<file path="src/rtl/rx_ltssm_substate_monitor_if.sv">
// rx_ltssm_substate_monitor_if: LTSSM-side request/report bus for the RX substate monitor.
// Optional fail status signals exist when RX_LTSSM_FAIL_STATUS_EN is defined.
interface rx_ltssm_substate_monitor_if #(
    parameter int MAXLANES = 16
);
    logic [3:0]          substate;
    logic                rearm;
    logic                force_detect;
    logic [MAXLANES-1:0] active_lanes;
    logic [MAXLANES-1:0] os_match;
    logic                rx_eidle_exit;
    logic                finish;
    logic [3:0]          exit_to;
    logic [MAXLANES-1:0] os_checker_en;
    logic [4:0]          required_count;
    logic                disable_descrambler;
    logic                busy;
`ifdef RX_LTSSM_FAIL_STATUS_EN
    logic [7:0]          fail_count;
    logic [MAXLANES-1:0] fail_lanes;
`endif

    modport master (
        output substate, rearm, force_detect, active_lanes, os_match, rx_eidle_exit,
        input  finish, exit_to, os_checker_en, required_count, disable_descrambler, busy
`ifdef RX_LTSSM_FAIL_STATUS_EN
        , input fail_count, fail_lanes
`endif
    );

    modport slave (
        input  substate, rearm, force_detect, active_lanes, os_match, rx_eidle_exit,
        output finish, exit_to, os_checker_en, required_count, disable_descrambler, busy
`ifdef RX_LTSSM_FAIL_STATUS_EN
        , output fail_count, fail_lanes
`endif
    );
endinterface

</file>
<file path="src/rtl/rx_ltssm_substate_monitor.sv">
// rx_ltssm_substate_monitor: arms per-lane OS checkers for an LTSSM substate and judges success/timeout.
// Define RX_LTSSM_FAIL_STATUS_EN to add fail_count/fail_lanes status outputs.
module rx_ltssm_substate_monitor #(
    parameter int MAXLANES     = 16,
    parameter int TICKS_PER_MS = 250000,
    parameter int MS_W         = 6
) (
    input logic clk,
    input logic reset,
    rx_ltssm_substate_monitor_if.slave bus
);
    localparam logic [1:0] IDLE    = 2'd0;
    localparam logic [1:0] COUNT   = 2'd1;
    localparam logic [1:0] SUCCESS = 2'd2;
    localparam logic [1:0] FAIL    = 2'd3;
    localparam int PRE_W = TICKS_PER_MS > 1 ? $clog2(TICKS_PER_MS) : 1;
    localparam logic [PRE_W-1:0] PRE_TOP = PRE_W'(TICKS_PER_MS - 1);

    logic [1:0]      state;
    logic [3:0]      latched;
    logic [3:0]      lastSubstate;
    logic [3:0]      exitReg;
    logic            forced;
    logic            disReg;
    logic [MS_W-1:0] msCnt;
    logic [PRE_W-1:0] preCnt;
    logic [4:0]      reqCount;
    logic            lanesOk;
    logic            timeoutNow;
    logic            successNow;
    logic            accept;
    logic            finishNow;
    logic [3:0]      nextExit;

    function automatic logic [4:0] countFor(input logic [3:0] s);
        return (s == 4'd0 || s == 4'd1) ? 5'd0 :
               (s == 4'd2 || s == 4'd3 || s == 4'd8 || s == 4'd9) ? 5'd8 : 5'd2;
    endfunction

    function automatic logic [MS_W-1:0] msFor(input logic [3:0] s);
        return s == 4'd0 ? MS_W'(12) :
               s == 4'd1 ? MS_W'(0) :
               s == 4'd3 ? MS_W'(48) :
               (s == 4'd6 || s == 4'd9) ? MS_W'(2) : MS_W'(24);
    endfunction

    // Decode success/timeout and build the outputs that must be valid in the finish cycle itself.
    always_comb begin
        lanesOk    = (|bus.active_lanes) && ((bus.os_match & bus.active_lanes) == bus.active_lanes);
        timeoutNow = (preCnt == '0) && (msCnt == MS_W'(1));
        successNow = latched == 4'd0 ? (bus.rx_eidle_exit || timeoutNow) :
                     latched == 4'd1 ? 1'b1 : lanesOk;
        accept     = (state == IDLE) && !bus.rearm && (bus.substate <= 4'd9) && (bus.substate != lastSubstate);
        finishNow  = (state == SUCCESS || state == FAIL) && !bus.force_detect;
        nextExit   = state == FAIL ? 4'd0 : forced ? 4'd1 : latched + 4'd1;
        bus.finish              = finishNow;
        bus.exit_to             = finishNow ? nextExit : exitReg;
        bus.disable_descrambler = (finishNow && state == SUCCESS && latched == 4'd9 && !forced) ? 1'b0 : disReg;
        bus.os_checker_en       = state == COUNT ? bus.active_lanes : '0;
        bus.required_count      = reqCount;
        bus.busy                = state != IDLE;
    end

    // Main FSM with ms prescaler; force_detect overrides everything but reset.
    always_ff @(posedge clk) begin
        if (!reset) begin
            state        <= IDLE;
            latched      <= 4'd0;
            lastSubstate <= 4'hF;
            forced       <= 1'b0;
            exitReg      <= 4'd0;
            disReg       <= 1'b1;
            msCnt        <= '0;
            preCnt       <= '0;
            reqCount     <= 5'd0;
        end else if (bus.force_detect) begin
            state    <= COUNT;
            latched  <= 4'd0;
            forced   <= 1'b1;
            msCnt    <= msFor(4'd0);
            preCnt   <= PRE_TOP;
            reqCount <= countFor(4'd0);
            disReg   <= 1'b1;
        end else if (state == IDLE) begin
            if (bus.rearm) begin
                lastSubstate <= 4'hF;
            end else if (accept) begin
                state    <= COUNT;
                latched  <= bus.substate;
                msCnt    <= msFor(bus.substate);
                preCnt   <= PRE_TOP;
                reqCount <= countFor(bus.substate);
                disReg   <= 1'b1;
            end
        end else if (state == COUNT) begin
            if (preCnt == '0) begin
                preCnt <= PRE_TOP;
                msCnt  <= msCnt - MS_W'(1);
            end else begin
                preCnt <= preCnt - PRE_W'(1);
            end
            if (successNow) begin
                state <= SUCCESS;
            end else if (timeoutNow) begin
                state <= FAIL;
            end
        end else begin
            state        <= IDLE;
            forced       <= 1'b0;
            lastSubstate <= latched;
            exitReg      <= nextExit;
            if (state == SUCCESS && latched == 4'd9 && !forced) begin
                disReg <= 1'b0;
            end
        end
    end

`ifdef RX_LTSSM_FAIL_STATUS_EN
    logic [7:0]          failCnt;
    logic [MAXLANES-1:0] failLanes;

    // Saturating FAIL counter and snapshot of the lanes that never matched.
    always_ff @(posedge clk) begin
        if (!reset) begin
            failCnt   <= 8'd0;
            failLanes <= '0;
        end else if (finishNow && state == FAIL) begin
            failCnt   <= failCnt == 8'hFF ? failCnt : failCnt + 8'd1;
            failLanes <= bus.active_lanes & ~bus.os_match;
        end
    end

    assign bus.fail_count = failCnt;
    assign bus.fail_lanes = failLanes;
`endif
endmodule
</file>
<file path="src/flat_wrapper.sv">
// flat-port wrapper written by rule: the top's interface ports become plain ports
module rx_ltssm_substate_monitor_flat 
#(
    parameter int MAXLANES     = 16,
    parameter int TICKS_PER_MS = 250000,
    parameter int MS_W         = 6
)
  (clk, reset, bus_substate, bus_rearm, bus_force_detect, bus_active_lanes, bus_os_match, bus_rx_eidle_exit, bus_finish, bus_exit_to, bus_os_checker_en, bus_required_count, bus_disable_descrambler, bus_busy);
  rx_ltssm_substate_monitor_if #(.MAXLANES(MAXLANES)) bus_i ();
  input logic clk;
  input logic reset;
  input wire logic [$bits(bus_i.substate)-1:0] bus_substate;
  input wire logic [$bits(bus_i.rearm)-1:0] bus_rearm;
  input wire logic [$bits(bus_i.force_detect)-1:0] bus_force_detect;
  input wire logic [$bits(bus_i.active_lanes)-1:0] bus_active_lanes;
  input wire logic [$bits(bus_i.os_match)-1:0] bus_os_match;
  input wire logic [$bits(bus_i.rx_eidle_exit)-1:0] bus_rx_eidle_exit;
  output wire logic [$bits(bus_i.finish)-1:0] bus_finish;
  output wire logic [$bits(bus_i.exit_to)-1:0] bus_exit_to;
  output wire logic [$bits(bus_i.os_checker_en)-1:0] bus_os_checker_en;
  output wire logic [$bits(bus_i.required_count)-1:0] bus_required_count;
  output wire logic [$bits(bus_i.disable_descrambler)-1:0] bus_disable_descrambler;
  output wire logic [$bits(bus_i.busy)-1:0] bus_busy;
  assign bus_i.substate = bus_substate;
  assign bus_i.rearm = bus_rearm;
  assign bus_i.force_detect = bus_force_detect;
  assign bus_i.active_lanes = bus_active_lanes;
  assign bus_i.os_match = bus_os_match;
  assign bus_i.rx_eidle_exit = bus_rx_eidle_exit;
  assign bus_finish = bus_i.finish;
  assign bus_exit_to = bus_i.exit_to;
  assign bus_os_checker_en = bus_i.os_checker_en;
  assign bus_required_count = bus_i.required_count;
  assign bus_disable_descrambler = bus_i.disable_descrambler;
  assign bus_busy = bus_i.busy;
  rx_ltssm_substate_monitor #(.MAXLANES(MAXLANES), .TICKS_PER_MS(TICKS_PER_MS), .MS_W(MS_W)) u_core (.clk(clk), .reset(reset), .bus(bus_i));
endmodule
</file>
<file path="config.mk">
export PLATFORM = sky130hd
export DESIGN_NAME = rx_ltssm_substate_monitor_flat
export DESIGN_NICKNAME = d
export VERILOG_FILES = /design/src/rtl/rx_ltssm_substate_monitor_if.sv /design/src/rtl/rx_ltssm_substate_monitor.sv /design/src/flat_wrapper.sv
export SDC_FILE = /design/constraint.sdc
export NUM_CORES = 1
export LEC_CHECK = 0
export CAP_MARGIN = 20
export CORE_ASPECT_RATIO = 1.75
export CORE_MARGIN = 4
export CORE_UTILIZATION = 40
export DETAILED_ROUTE_END_ITERATION = 10
export GPL_TIMING_DRIVEN = 0
export PLACE_DENSITY = 0.74
export SETUP_SLACK_MARGIN = 0.5
export SYNTH_ARGS = -nofsm -noshare
export SYNTH_HDL_FRONTEND = slang
export SYNTH_SLANG_ARGS = --single-unit
</file>
<file path="constraint.sdc">
create_clock -name clk -period 2.2 [get_ports clk]
set_clock_uncertainty 0.1 [all_clocks]
set_input_delay 0.22 -clock clk [delete_from_list [all_inputs] [get_ports clk]]
set_output_delay 0.22 -clock clk [all_outputs]
set_load 0.1 [all_outputs]
</file>
==> impl_metrics.tcl, run 1 <==
set metrics [dict create \
    outcome "complete, no violations" \
    period_share 0.998 \
    tightest_slew_ns 0.809 \
    synth-compound-area-share 0.189 \
    dr.first_iter.drc_count 117 \
    syn_inst 318 \
    crit_path_end_kind "flip-flop" \
    synth.distinct_cells 61 \
    rr_endpoint "u_core.state[0]$_SDFFE_PN0P_" \
    wl_um 9230 \
    internal_power_uw 1430 \
    layout-drive-gt1-share 0.429 \
    async_reset_ff_frac 0 \
    synth_flop_cell "dfxtp_1" \
    ys_ff_latch 42 \
    setup_ws_ns 0.00412 \
    grt_max_degree 13 \
    design.die.area_um2 7750 \
    cp.arrival_ns 2.30 \
    yosys-mux-area-fraction 0.00837 \
    finish.utilization 0.710 \
    nets 474 \
    dr.pass1.iters 6 \
    die_y_um 113 \
    dp.cells 461 \
    worstSetupStartpointType "flip-flop" \
    h-tree-depth 2 \
    slew-limit-headroom 0.459 \
    floorplan.die.width_um 68.3 \
    final_design_area_no_fill_um2 4390 \
    place_hpwl_um 5740 \
    pwr-share-clk 0.211 \
    synth.avg_cell_area_um2 8.00 \
    swShare 0.378 \
    setup_viol 0 \
    power.switching_uw 869 \
    grt_pass1_vias 2828 \
    combPwrFrac 0.423 \
    synth_simple_gate_area_frac 0.305 \
    clock_sinks 42 \
    syn_area_um2 2540 \
    portBuffers 61 \
    path_class "reg -> reg" \
    synth_edf_count 0 \
    power_leakage_uw 0.00168 \
    synth_top_family_by_area "simple AND/OR/NAND/NOR gates" \
    max_freq_mhz 455 \
    hold_depth 3 \
    final_cells 507 \
    fin_crit_ns 2.20 \
    rsz0062_at_grt "yes" \
    grt_pass1_wl_um 13600 \
    num_vias 2877 \
    diodes 0 \
    critPathMaxFanout 4 \
    cts.clk_slew.worst_paths_ns 0.08 \
    clockBufferDepth 2 \
    cts_tree "yes" \
    antenna_found_initial 0 \
    maxSlewViolCount 0 \
    fp-row-count 38 \
    crit_required_ns 2.30 \
    reg2reg_setup_slack_ns 0.004 \
    initial_core_util 0.411 \
    synth_xor_area_frac 0.0758 \
    ys_seq_area_frac 0.331 \
    cts_hold_buf 0 \
    cts_root_buffer "clkbuf_8" \
    r2r_start "u_core.preCnt[7]$_SDFFE_PN0P_" \
    seq_power_share 0.366 \
    power_uw 2300 \
    routed_via_density 5.67 \
    ir_drop_v 0.000430 \
    hold_viol 0 \
    gr-total-overflow 0 \
    cts_buffers 5 \
    area_delta_synth_final_pct 72.5 \
    grt_usage 0.231 \
    clock_latency_ns 0.30 \
    fp.coreArea_um2 6180 \
    place_congestion 0.792 \
    drc 0 \
    synthAdderAreaFrac 0.0295 \
    place_area_um2 3440 \
    antenna_left 0 \
    place_worst_setup_slack_ns -0.888 \
    hold_start "bus_substate[2]" \
    power_density_nw_per_um2 524 \
    yosys_warnings 0 \
    io_pins 69 \
    hold_end "u_core.bus.required_count[1]$_SDFFE_PP0P_" \
    hold_class "in -> reg" \
    wl_per_cell_um 18.2 \
    reg2reg_depth 6 \
    max_cap_violations 0 \
]
[power by group through the flow]
stage | clock, uW | combinational [uW] | sequential, uW
after detailed placement | 0 | 712 | 852
after global placement | 0 | 706 | 850
after CTS | 487 | 896 | 837
after floorplan | 0 | 520 | 850
final | 485 | 973 | 841
after global routing | 522 | 1020 | 845
[through the flow]
step / setup TNS, ns / hold slack (ns)
after floorplan: 0 / 0.242
after global placement: -14.26 / 0.347
after detailed placement: -14.19 / 0.356
after CTS: 0 / 0.162
after global routing: -0.279 / 0.178
final: 0 / 0.153
[worst max-delay path, cell delays in order, from the launching register on]
cell and delay (ns):
dfxtp_2 0.33, or4_4 0.55, nor3b_4 0.25, and3_4 0.25
and4b_2 0.28, nor4bb_2 0.06, o311a_1 0.28
[state kept, by name, summed over array words and instances, names as in the netlist]
register and flops:
u_core.preCnt 18, u_core.disReg 1, u_core.msCnt 6, u_core.bus.required_count 2, u_core.forced 1, u_core.exitReg 4
u_core.state 2, u_core.latched 4, u_core.lastSubstate 4
[final cells by class]
| class | instances | area, um^2 |
|---|---|---|
| plain buffers | 18 | 146 |
| well taps | 80 | 100 |
| multi-input cells | 242 | 2000 |
| clock buffers | 5 | 68.8 |
| repair buffers | 100 | 1130 |
| clock inverters | 2 | 10.0 |
| fillers | 447 | 1790 |
| inverters | 18 | 76.3 |
| flip-flops and latches | 42 | 853 |
[synthesized netlist by cell type (2+ instances only)]
| master | number | share of area |
|---|---|---|
| o21a_1 | 2 | 0.0059 |
| xor2_1 | 11 | 0.038 |
| nand3_1 | 5 | 0.0098 |
| buf_4 | 3 | 0.0089 |
| o31a_1 | 2 | 0.0069 |
| o221a_2 | 2 | 0.0089 |
| nand2_1 | 20 | 0.030 |
| a21oi_1 | 20 | 0.039 |
| dfxtp_1 | 42 | 0.33 |
| or3_1 | 2 | 0.0049 |
| a22o_1 | 3 | 0.010 |
| buf_2 | 5 | 0.0098 |
| a31oi_1 | 6 | 0.015 |
| clkbuf_1 | 7 | 0.010 |
| nor3_1 | 25 | 0.049 |
| nand4_1 | 5 | 0.012 |
| xnor2_1 | 11 | 0.038 |
| nor4_1 | 8 | 0.020 |
| o2111ai_1 | 2 | 0.0069 |
| nor2b_1 | 6 | 0.015 |
| buf_1 | 2 | 0.0030 |
| inv_1 | 17 | 0.025 |
| o22ai_1 | 4 | 0.0098 |
| nor2_1 | 29 | 0.043 |
| and2_1 | 20 | 0.049 |
| a211oi_1 | 2 | 0.0059 |
| nand2b_1 | 11 | 0.027 |
| a22oi_1 | 3 | 0.0089 |
| o21ai_0 | 6 | 0.012 |
| ha_1 | 6 | 0.030 |
[routing by layer]
| layer | track usage | vias to the layer above | wire length (um) |
|---|---|---|---|
| li1 | - | 1335 | - |
| met5 | 0 | - | 0 |
| met4 | 0.105 | 0 | 357 |
| met3 | 0.0493 | 30 | 677 |
| met2 | 0.444 | 123 | 5230 |
| met1 | 0.219 | 1389 | 2970 |
[placed cells by master, fill, tap and decap left out, types with 7 or more instances in the layout]
cell type / instances
clkdlybuf4s50_1: 35
dfxtp_1: 34
buf_4: 31
nor2_1: 19
nand2_1: 17
nor3_1: 16
inv_1: 14
buf_12: 14
buf_6: 12
and2_4: 12
xnor2_1: 11
clkbuf_8: 10
nand2b_1: 10
a21oi_1: 10
a21oi_2: 9
buf_8: 9
xor2_1: 7
dfxtp_2: 7
[worst max-delay path by stage]
stage	startpoint	endpoint	slack [ns]	depth (start not counted)
4_1_cts	u_core.preCnt[5]$_SDFFE_PP0P_	u_core.state[0]$_SDFFE_PN0P_	0.03	6
5_1_grt	u_core.preCnt[7]$_SDFFE_PN0P_	u_core.state[0]$_SDFFE_PN0P_	-0.07	6
6_report	u_core.preCnt[7]$_SDFFE_PN0P_	u_core.state[0]$_SDFFE_PN0P_	0.004	6
2_1_floorplan	u_core.preCnt[7]$_SDFFE_PN0P_	u_core.state[0]$_SDFFE_PN0P_	0.11	6
3_5_place_dp	bus_force_detect	bus_exit_to[2]	-0.89	6
3_3_place_gp	bus_force_detect	bus_exit_to[2]	-0.89	6
[logic make-up (layout without fill, tap and decap cells)]
logic type | after synthesis | in the layout
buffers and inverters | 36 | 143
other | 1 | 3
AO/OA/AOI/OAI | 66 | 66
multiplexers | 2 | 2
XOR/XNOR | 22 | 22
flip-flops | 42 | 42
adder cells (fa/ha/maj) | 6 | 6
AND/OR/NAND/NOR | 143 | 143
[timing repair]
item                       CTS  global route
cloned                       1             0
resized for setup          265            28
pin swaps                   31            24
setup endpoints to repair   56            56
setup buffers               26            12
(Power assumes the default switching activity.)
==> run 2: changes to the inputs <==
- CORE_MARGIN: 4 -> 2
==> run 2 against run 1 <==
Die area decreased by 9.2%. Hold slack gained 0.0059 ns. Final cell count rose by 0.59%. Sequential share of layout area shrank 0.53 points. The flow now finishes with violations (negative setup slack). Sequential power is essentially flat. Largest cell class unchanged. Setup slack got worse by 0.038 ns. Maximum frequency is 1.7% lower. Cell area rose by 4.0%. Routed wire length is 2.8% higher. Highest routed layer unchanged.
==> impl_metrics.tcl, run 2 (synthesized netlist as in run 1, its figures left out) <==
set metrics [dict create \
    outcome "finished, violations left" \
    violations "negative setup slack" \
    critPathMaxStageDelay_ns 0.58 \
    cts_tree "yes" \
    setup_viol 11 \
    grt_pass1_wl_um 13400 \
    clock_sinks 42 \
    design.die.area_um2 7030 \
    cts_root_buffer "clkbuf_8" \
    grt_max_degree 14 \
    critPathTopFamily "simple AND/OR/NAND/NOR gates" \
    critPathMaxFanout 5 \
    fp.coreArea_um2 6180 \
    crit_required_ns 2.31 \
    initial_core_util 0.411 \
    layout.cells.most_common "clkdlybuf4s50_1" \
    antenna_left 0 \
    cp_slowest_cell "or4_4" \
    layout-drive-gt1-share 0.430 \
    fin_tns_setup_ns -0.140 \
    worstSetupStartpointType "flip-flop" \
    cts_hold_buf 0 \
    dr.first_iter.drc_count 121 \
    clockBufferDepth 2 \
    drc 0 \
    wl_per_cell_um 18.6 \
    hold_viol 0 \
    finish.utilization 0.738 \
    cp.buffers_inverters 0 \
    cp.arrival_ns 2.34 \
    h-tree-depth 2 \
    largest_registers "u_core.preCnt x18, u_core.msCnt x6" \
    slew-limit-headroom 0.461 \
    grt_usage 0.245 \
    grt_pass1_vias 2890 \
    diodes 0 \
    largest_reg_flops 18 \
    nets 476 \
    setup_ws_ns -0.0344 \
    gr-total-overflow 0 \
    clock_latency_ns 0.31 \
    crit_chain "or4_4 -> nor2_2 -> and3_4 -> and4b_2 -> nor4bb_2 -> o311a_1" \
    power_density_nw_per_um2 574 \
    routed_via_density 5.64 \
    portBuffers 61 \
    antenna_found_initial 0 \
    power_leakage_uw 0.00177 \
    place_hpwl_um 5610 \
    mostFrequentLayoutCells "clkdlybuf4s50_1, dfxtp_1, buf_4, buf_12, nor2_1" \
    path_class "reg -> reg" \
    max_freq_mhz 448 \
    hold_class "in -> reg" \
    die_y_um 109 \
    tightest_slew_ns 0.805 \
    area_delta_synth_final_pct 79.5 \
    crit_path_end_kind "flip-flop" \
    ir_drop_v 0.000783 \
    top_register "u_core.preCnt" \
    max_cap_violations 0 \
    place_congestion 0.827 \
    cts.clk_slew.worst_paths_ns 0.09 \
    io_pins 69 \
    period_share 1.02 \
    dr.pass1.iters 4 \
    fp-row-count 38 \
    cts_buffers 5 \
    rsz0062_at_grt "yes" \
    floorplan.die.width_um 64.3 \
    wl_um 9490 \
    fin_crit_ns 2.23 \
    num_vias 2875 \
    maxSlewViolCount 0 \
]
[run 2: cell count changes in the layout (fill, tap and decap cells not counted), moves of 3 or more]
cell | before | now
dfxtp_4 | 1 | 4
buf_12 | 14 | 26
nor2_4 | 6 | 2
and2_4 | 12 | 16
buf_6 | 12 | 15
clkbuf_8 | 10 | 6
nor2_1 | 19 | 25
buf_8 | 9 | 3
and2_2 | 4 | 0
[run 2: metrics by stage]
step / cells / total power (uW) / instance area (um^2) / setup WS, ns / hold WS [ns]
final: 510 / 2620 / 4560 / -0.0344 / 0.159
after global routing: 510 / 2700 / 4560 / -0.137 / 0.189
after CTS: 494 / 2470 / 4180 / 0.0400 / 0.149
after detailed placement: 461 / 1560 / 3440 / -0.901 / 0.349
after global placement: 461 / 1560 / 3440 / -0.896 / 0.347
after floorplan: 320 / 1370 / 2730 / 0.112 / 0.242
[run 2: tightest hold or removal path: cells and delay by family]
| family | cells | cell delay (ns) |
|---|---|---|
| compound gates | 1 | 0.06 |
| buf+inv | 1 | 0.15 |
| simple gates | 1 | 0.10 |
[run 2: area by class of cell]
class	count	area, um^2
inverter	18	81.3
tap	80	100
multi-input combinational	242	1980
fill	408	1620
timing repair buffer	102	1240
clock inverter	2	60.1
sequential	42	863
buffer	18	156
clock buffer	6	82.6
[run 2: path summary, 6_finish.rpt]
| kind | from | endpoint | slack, ns | depth (start not counted) |
|---|---|---|---|---|
| setup / recovery | u_core.preCnt[12]$_SDFFE_PN0P_ | u_core.state[0]$_SDFFE_PN0P_ | -0.03 | 6 |
| hold / removal | bus_substate[2] | u_core.bus.required_count[1]$_SDFFE_PP0P_ | 0.16 | 3 |
| setup reg to reg | u_core.preCnt[12]$_SDFFE_PN0P_ | u_core.state[0]$_SDFFE_PN0P_ | -0.03 | 6 |
| hold reg to reg | u_core.bus.required_count[1]$_SDFFE_PP0P_ | u_core.bus.required_count[1]$_SDFFE_PP0P_ | 0.36 | 2 |
[run 2: what timing repair did]
| action | in CTS | in global routing |
|---|---|---|
| setup buffers | 25 | 15 |
| resized for setup | 253 | 66 |
| gates cloned | 0 | 1 |
| pin swaps | 21 | 14 |
| endpoints found under the setup margin | 58 | 56 |
[run 2: metal layers]
metal | GRT usage | up-vias | part of all wire
met3 | 0.0553 | 35 | 0.071
met2 | 0.494 | 135 | 0.56
li1 | - | 1340 | -
met1 | 0.219 | 1365 | 0.32
met5 | 0 | - | 0
met4 | 0.129 | 0 | 0.043
[run 2: power by group]
group	switching, uW	leakage, uW	internal (uW)	total, uW
logic	557	0.00135	451	1010
registers	46.6	0.000346	795	842
clock network	284	0.0000714	484	768
==> run 3: changes to the inputs <==
- CORE_UTILIZATION: 40 -> 44
==> run 3 against run 2 <==
The run now ends clean. Combinational power barely moved. Global-route usage rose by 1.6 points. Cell area fell by 2.3%. Critical path depth did not move. Count of clock-buffer cells in the layout rose by 2. Non-clock buffer count fell by 3. Sequential cell count did not move. Routed wire length fell by 0.18%. Setup slack improved by 0.047 ns. First-iteration DRC count fell by 5.8%. Total power fell by 6.9%. Critical path type unchanged. Largest power group unchanged.
==> impl_metrics.tcl, run 3 (synthesized netlist as in run 1, its figures left out) <==
set metrics [dict create \
    outcome "complete, no violations" \
    crit_path_end_kind "flip-flop" \
    clock_latency_ns 0.31 \
    fin_tns_setup_ns 0 \
    grt_busiest_layer "met2" \
    power_uw 2440 \
    wl_um 9480 \
    gr-total-overflow 0 \
    fp.coreArea_um2 5590 \
    maxSlewViolCount 0 \
    die_y_um 105 \
    fp-row-count 36 \
    floorplan.die.width_um 61.5 \
    wl_per_cell_um 18.8 \
    worstSetupStartpointType "flip-flop" \
    dr.pass1.iters 5 \
    use_met3 0.0557 \
    hold_viol 0 \
    critPathMaxFanout 5 \
    setup_viol 0 \
    rsz0062_at_grt "yes" \
    grt_max_degree 13 \
    ir_drop_v 0.000470 \
    max_freq_mhz 457 \
    cts_tree "yes" \
    cp.arrival_ns 2.29 \
    place_hpwl_um 5800 \
    power_leakage_uw 0.00172 \
    clockBufferDepth 2 \
    grtUsageMet2 0.491 \
    cts_buffers 5 \
    drc 0 \
    design.die.area_um2 6430 \
    layout.cells.most_common "clkdlybuf4s50_1" \
    power_density_nw_per_um2 547 \
    nets 473 \
    hold_class "in -> reg" \
    final_cells 503 \
    cts_root_buffer "clkbuf_8" \
    use_met1 0.245 \
    top_register "u_core.preCnt" \
    mostFrequentLayoutCells "clkdlybuf4s50_1, dfxtp_1, buf_4, buf_12, nor2_1" \
    h-tree-depth 2 \
    antenna_found_initial 0 \
    initial_core_util 0.455 \
    setup_ws_ns 0.0123 \
    reg2reg_setup_slack_ns 0.01 \
    antenna_left 0 \
    finish.utilization 0.798 \
    dp.cells 457 \
    cts.clk_slew.worst_paths_ns 0.09 \
    portBuffers 61 \
    largest_registers "u_core.preCnt x18, u_core.msCnt x6" \
    slew-limit-headroom 0.539 \
    period_share 0.994 \
    cts_hold_buf 0 \
    place_worst_setup_slack_ns -0.912 \
    grt_pass1_vias 2753 \
    crit_required_ns 2.30 \
    place_congestion 0.838 \
    max_cap_violations 0 \
    clock_sinks 42 \
    fin_crit_ns 2.19 \
    path_class "reg -> reg" \
    tightest_slew_ns 0.691 \
    layout-drive-gt1-share 0.417 \
    diodes 0 \
    routed_via_density 5.81 \
    num_vias 2921 \
    area_delta_synth_final_pct 75.3 \
    io_pins 69 \
    grt_usage 0.261 \
    grt_pass1_wl_um 12600 \
    largest_reg_flops 18 \
    dr.first_iter.drc_count 114 \
]
==> run 3: final timing paths <==
path,startpoint,end,cells past startpoint
max,u_core.preCnt[12]$_SDFFE_PN0P_,u_core.state[0]$_SDFFE_PN0P_,6
min,bus_substate[2],u_core.latched[2]$_SDFFE_PP0P_,3
max reg2reg,u_core.preCnt[12]$_SDFFE_PN0P_,u_core.state[0]$_SDFFE_PN0P_,6
min reg2reg,u_core.bus.required_count[1]$_SDFFE_PP0P_,u_core.bus.required_count[1]$_SDFFE_PP0P_,2
==> run 3: what timing repair did <==
item,4_1_cts,5_1_grt
gates cloned,1,0
gates resized for setup,240,70
pin swaps,18,14
setup buffers,22,15
endpoints found under the setup margin,58,55
==> run 3: worst max-delay path, cell delays in order (launching register included) <==
cell and delay, ns:
dfxtp_1 0.37, or4_4 0.57, nor2_2 0.19, and3_4 0.24
and4b_2 0.27, nor4bb_1 0.06, o311a_1 0.28
==> run 3: cell type report <==
class,instances,area (um^2)
multi-input combinational,242,1970
inverter,18,80.1
clock buffer,8,110
timing repair buffer,99,1190
tap,76,95.1
fill,360,1130
sequential,42,860
buffer,18,156
==> run 3: per-layer routing <==
layer	share of wire	wire length (um)	up-vias
met3	0.069	650	41
met4	0.051	487	0
li1	-	-	1335
met1	0.33	3100	1410
met2	0.55	5240	135
met5	0	0	-
==> run 3: per-stage QoR <==
step / hold WS, ns / area (um^2)
2_1_floorplan: 0.242 / 2730
3_3_place_gp: 0.344 / 3440
3_5_place_dp: 0.363 / 3440
4_1_cts: 0.146 / 4070
5_1_grt: 0.192 / 4460
6_report: 0.169 / 4460
==> run 3: report_power, final <==
group / leakage, uW / total (uW) / switching (uW) / internal (uW)
combinational: 0.00132 / 998 / 552 / 446
clock: 0.0000575 / 596 / 279 / 317
sequential: 0.000347 / 844 / 47.9 / 796
